**src/rtl/mem_bus_pkg.sv**
```systemverilog
// Shared types and sizing helpers for the CPU memory bus interface.
// The optional MEM_BUS_MISALIGN_CHECK_EN build rejects misaligned full-word accesses.
package mem_bus_pkg;

  typedef enum logic [1:0] {
    IDLE  = 2'd0,
    BUSY  = 2'd1,
    DONE  = 2'd2,
    ERROR = 2'd3
  } bus_state_t;

  function automatic int unsigned be_width(input int unsigned data_w);
    return data_w / 8;
  endfunction

  // A disabled timeout still gets a 1-bit counter so the port widths stay legal.
  function automatic int unsigned ctr_width(input int unsigned timeout);
    return (timeout == 0) ? 1 : $clog2(timeout + 1);
  endfunction

endpackage

```
**src/rtl/bus_timeout_ctr.sv**
```systemverilog
// Wait-state counter: flags the last allowed BUSY cycle without a response.
module bus_timeout_ctr
  import mem_bus_pkg::*;
#(
  parameter int unsigned TIMEOUT = 255
) (
  input  logic clk,
  input  logic rst,
  input  logic clear,
  input  logic enable,
  output logic expired
);

  localparam int unsigned CNT_W = ctr_width(TIMEOUT);
  localparam logic [CNT_W-1:0] LAST = CNT_W'(TIMEOUT - 1);

  logic [CNT_W-1:0] cnt;

  // Saturates at LAST so the count never wraps.
  always_ff @(posedge clk or posedge rst) begin
    if (rst) begin
      cnt <= '0;
    end else if (clear) begin
      cnt <= '0;
    end else if (enable && (cnt != LAST)) begin
      cnt <= cnt + CNT_W'(1);
    end
  end

  assign expired = (TIMEOUT != 0) && (cnt == LAST);

endmodule

```
**src/rtl/mem_bus_if.sv**
```systemverilog
// CPU-side bus interface unit: one valid/ready transaction per CPU strobe, with fault reporting.
// Optional build macro MEM_BUS_MISALIGN_CHECK_EN faults misaligned full-word accesses without a bus cycle.
module mem_bus_if
  import mem_bus_pkg::*;
#(
  parameter  int unsigned ADDR_W  = 32,
  parameter  int unsigned DATA_W  = 32,
  parameter  int unsigned TIMEOUT = 255,
  localparam int unsigned BE_W    = be_width(DATA_W)
) (
  input  logic              clk,
  input  logic              rst,
  input  logic [ADDR_W-1:0] cpu_addr,
  input  logic [DATA_W-1:0] cpu_wdata,
  input  logic [BE_W-1:0]   cpu_be,
  input  logic              cpu_read,
  input  logic              cpu_write,
  output logic [DATA_W-1:0] cpu_rdata,
  output logic              cpu_stall,
  output logic              bus_error,
  output logic [ADDR_W-1:0] mem_addr,
  output logic [DATA_W-1:0] mem_wdata,
  output logic [BE_W-1:0]   mem_be,
  output logic              mem_we,
  output logic              mem_valid,
  input  logic              mem_ready,
  input  logic [DATA_W-1:0] mem_rdata,
  input  logic              mem_err
);

  bus_state_t state;
  logic       strobe_c;
  logic       misalign_c;
  logic       tmo_clear_c;
  logic       tmo_enable_c;
  logic       tmo_expired;

  assign strobe_c = cpu_read | cpu_write;

`ifdef MEM_BUS_MISALIGN_CHECK_EN
  localparam int unsigned AL_W = (BE_W > 1) ? $clog2(BE_W) : 1;
  assign misalign_c = (BE_W > 1) && (&cpu_be) && (cpu_addr[AL_W-1:0] != '0);
`else
  assign misalign_c = 1'b0;
`endif

  assign tmo_clear_c  = (state != BUSY);
  assign tmo_enable_c = (state == BUSY) && !mem_ready;

  bus_timeout_ctr #(
    .TIMEOUT (TIMEOUT)
  ) u_tmo (
    .clk     (clk),
    .rst     (rst),
    .clear   (tmo_clear_c),
    .enable  (tmo_enable_c),
    .expired (tmo_expired)
  );

  // Stall is asserted in the strobe cycle itself so the CPU holds before the request registers.
  assign cpu_stall = ((state == IDLE) && strobe_c) || (state == BUSY) || (state == ERROR);

  always_ff @(posedge clk or posedge rst) begin
    if (rst) begin
      state     <= IDLE;
      mem_valid <= 1'b0;
      mem_we    <= 1'b0;
      bus_error <= 1'b0;
      mem_addr  <= '0;
      mem_wdata <= '0;
      mem_be    <= '0;
      cpu_rdata <= '0;
    end else begin
      case (state)
        IDLE: begin
          if (strobe_c) begin
            if (misalign_c) begin
              state     <= ERROR;
              bus_error <= 1'b1;
            end else begin
              mem_addr  <= cpu_addr;
              mem_wdata <= cpu_wdata;
              mem_be    <= cpu_be;
              mem_we    <= cpu_write;
              mem_valid <= 1'b1;
              state     <= BUSY;
            end
          end
        end
        // A response in the expiry cycle takes priority over the timeout.
        BUSY: begin
          if (mem_ready) begin
            mem_valid <= 1'b0;
            if (mem_err) begin
              bus_error <= 1'b1;
              state     <= ERROR;
            end else begin
              if (!mem_we) begin
                cpu_rdata <= mem_rdata;
              end
              state <= DONE;
            end
          end else if (tmo_expired) begin
            mem_valid <= 1'b0;
            bus_error <= 1'b1;
            state     <= ERROR;
          end
        end
        DONE: begin
          state <= IDLE;
        end
        ERROR: begin
          state <= ERROR;
        end
        default: begin
          state <= IDLE;
        end
      endcase
    end
  end

endmodule
```
**config.mk**
```make
export PLATFORM = sky130hd
export DESIGN_NAME = mem_bus_if
export DESIGN_NICKNAME = d
export VERILOG_FILES = /design/src/rtl/mem_bus_pkg.sv /design/src/rtl/bus_timeout_ctr.sv /design/src/rtl/mem_bus_if.sv
export SDC_FILE = /design/constraint.sdc
export NUM_CORES = 1
export LEC_CHECK = 0
export ABC_CLOCK_PERIOD_IN_PS = 3750
export BUFFER_PORTS_ARGS = -buffer_cell sky130_fd_sc_hd__buf_2
export CAP_MARGIN = 20
export CELL_PAD_IN_SITES_DETAIL_PLACEMENT = 2
export CELL_PAD_IN_SITES_GLOBAL_PLACEMENT = 2
export CORE_ASPECT_RATIO = 1.4
export CORE_MARGIN = 8
export CORE_UTILIZATION = 29
export CTS_CLUSTER_SIZE = 8
export DETAILED_ROUTE_END_ITERATION = 10
export PLACE_DENSITY = 0.76
export SYNTH_ARGS = -nofsm -noshare
export SYNTH_HDL_FRONTEND = slang
export SYNTH_SLANG_ARGS = --single-unit
```
**constraint.sdc**
```tcl
create_clock -name clk -period 3.75 [get_ports clk]
set_clock_uncertainty 0.1 [all_clocks]
set_input_delay 0.375 -clock clk [delete_from_list [all_inputs] [get_ports clk]]
set_output_delay 0.375 -clock clk [all_outputs]
set_load 0.02 [all_outputs]
```
==> results.toml <==
[layout]
fin_area_um2 = 6320
seq_area_um2 = 2830
final_core_util = 0.422
n_fill_cell = 1595
nets = 609
drive_above_1_share = 0.677
multi_input_area_um2 = 1490
area_delta_synth_final_pct = 43.0

[detailed_routing]
routed_wl_um = 14100
drt-initial-drc-count = 136
drc = 0
drt-vias-per-instance = 4.61
avgRoutedWirePerCell_um = 19.9
firstDrtPassIters = 4
ant_nets = 0
vias = 3272

[die]
ios = 210
die_h_um = 162
dieArea_um2 = 19500
core_um2 = 15000
die_w_um = 120
row_count = 53
start_util = 0.295

[timing]
tns_ns = 0
drv_slew = 0
worst_pin_slew_ns = 0.786
relSlewSlack = 0.476
finalCritPeriodShare = 0.520
period_minus_slack_ns = 1.95
hold_viol = 0
rsz0062_at_grt = "no"
setup_violations = 0
setup_ws_ns = 1.80
max_freq_mhz = 512
holdWs_ns = 0.0236

[clock_tree]
h-tree-depth = 4
clock_tree.buffer_depth = 2
cts_tree = "done"
post_cts_resized = 0
path_clk_slew_ns = 0.06
cts.sinks = 113
cts_made_buffers = 17
holdBufCountCts = 0
post_cts_buffers = 0
insertion_delay_ns = 0.40
root_buffer = "clkbuf_16"

[placement]
dp_hpwl_um = 11000
place_worst_setup_slack_ns = 1.77
routabilityCongestion = 0.773
io_buffer_count = 209
placed_cell_area_um2 = 5660

[worst_setup_path]
r2r_end = "cpu_rdata[23]"
r2r_start = "state[1]"
slowest_delay_ns = 0.45
cp.required_ns = 3.93
crit_chain = "nand2b_2 -> nor4_4 -> buf_4 -> mux2_2"
path_class = "reg -> reg"
reg2regPathDepth = 4
crit_fanout = 32
reg2reg_slack_ns = 1.80
slowest_stage = "dfrtp_1"
endpoint = "cpu_rdata[23]"
cp-end-kind = "flip-flop"
cp-start-kind = "flip-flop"
cp_data_arrival_time_ns = 2.13
startpoint = "state[1]"

[power_and_ir_drop]
pwr-share-seq = 0.341
pwr-share-comb = 0.372
peakVddDrop_mv = 0.299
p_per_area_nw_per_um2 = 976
p_clk_frac = 0.287
p_leak_nw = 3.05
p_switching_w = 0.00223
p_sw_frac = 0.362
p_int_w = 0.00394

[synthesis]
synth-async-reset-ratio = 1.00
synth_area_um2 = 4420
seq_area_frac_synth = 0.639
synth_cell_types = 38
synth_edf_count = 0
syn_inst = 282
ys_seq_elements = 113
synth_nets = 390
synth_ff_type = "dfrtp_1"
avgSynthCellArea_um2 = 15.7
ys_warn_count = 0

[grt]
grt_pass1_vias = 3882
antenna_found_initial = 3
overflow = 0
grt_util_all_layers = 0.147
grt_max_degree = 61
grt_pass1_wl_um = 21900

[min_path]
hold_path.class = "in -> async"

[status]
status = "finished, final reports clean"

[job]
maxCapViolations = 0
-- critical path: cells and delay by family (launching register included) --
family	cells	cell delay, ns
AND/OR/NAND/NOR	2	0.45
buffers and inverters	1	0.41
multiplexers	1	0.40
flip-flops	1	0.45
-- layer usage --
layer,GRT usage,share of wire
met4,0.0712,0.026
met5,0,0
met3,0.0483,0.062
met2,0.285,0.59
met1,0.132,0.32
-- through the flow --
stage	instances	power, W
finish	710	0.00617
global route	709	0.00650
CTS	706	0.00630
detailed placement	674	0.00449
global placement	674	0.00435
floorplan	282	0.00354
-- power groups by stage --
stage | sequential (W) | combinational [W] | clock [W]
final | 0.00210 | 0.00230 | 0.00177
after global routing | 0.00219 | 0.00245 | 0.00186
after CTS | 0.00212 | 0.00236 | 0.00182
after detailed placement | 0.00213 | 0.00235 | 0
after global placement | 0.00208 | 0.00226 | 0
after floorplan | 0.00280 | 0.000743 | 0
-- area by class of cell --
type,instances,share of cell area
sequential,113,0.447
antenna,4,0.00158
clock buffer,18,0.0694
multi-input combinational,151,0.236
tap,192,0.0380
timing repair buffer,214,0.171
clock inverter,14,0.0334
inverter,4,0.00277
-- state kept, by name, indices dropped and copies added (netlist names) --
signal	cells
mem_wdata	32
mem_addr	32
mem_be	4
state	2
cpu_rdata	32
bus_error	1
u_tmo.cnt	8
mem_valid	1
mem_we	1
-- logic make-up (layout without fill, tap and decap cells) --
logic type / after synthesis / after routing / synth area share
AOI/OAI and AO/OA: 23 / 23 / 0.0365
muxes: 102 / 102 / 0.259
adders and majority gates: 2 / 2 / 0.00566
DFF: 113 / 113 / 0.639
and+or+nand+nor: 24 / 24 / 0.0351
buffers and inverters: 18 / 250 / 0.0243
other: 0 / 4 / 0
-- layout by cell type, fill, tap and decap left out, types with 2 or more instances in the layout --
master | Yosys | layout
a211oi_1 | 2 | 2
a21oi_1 | 3 | 3
a31oi_1 | 4 | 4
buf_2 | 5 | 209
buf_4 | 3 | 5
bufinv_16 | 0 | 5
clkbuf_16 | 0 | 17
clkinv_2 | 0 | 4
clkinv_4 | 0 | 2
clkinvlp_4 | 0 | 2
dfrtp_1 | 113 | 113
diode_2 | 0 | 4
ha_1 | 2 | 2
inv_1 | 4 | 3
mux2_1 | 2 | 2
mux2_2 | 98 | 98
mux2i_1 | 2 | 2
nand2_1 | 6 | 6
nand3_1 | 2 | 2
nor2_1 | 3 | 3
nor2b_1 | 3 | 3
o21ai_0 | 3 | 3
o21bai_1 | 2 | 2
-- synthesized netlist by cell type (all sizes together), types with 2 or more instances --
cell,n,area (um2)
dfrtp,113,2830
clkbuf,3,11.3
nor2,3,11.3
a21oi,3,15.0
a211oi,2,15.0
ha,2,25.0
o21ai,3,15.0
nand2,6,22.5
inv,4,15.0
nand3,2,10.0
nor2b,3,18.8
buf,11,81.3
a31oi,4,25.0
mux2,100,1130
nor3,2,15.0
mux2i,2,20.0
o21bai,2,15.0
-- how the worst min path moves through the flow --
stage             startpoint       endpoint  slack (ns)  cells after the start
2_1_floorplan  mem_rdata[12]  cpu_rdata[12]        0.41                      1
3_3_place_gp   cpu_rdata[13]  cpu_rdata[13]        0.36                      1
3_5_place_dp   cpu_rdata[12]  cpu_rdata[12]        0.38                      1
4_1_cts                  rst  mem_wdata[19]        0.05                      2
5_1_grt                  rst  mem_wdata[19]        0.07                      2
6_report                 rst   mem_addr[25]        0.02                      2
No activity file was read; power rests on OpenSTA's default activity.
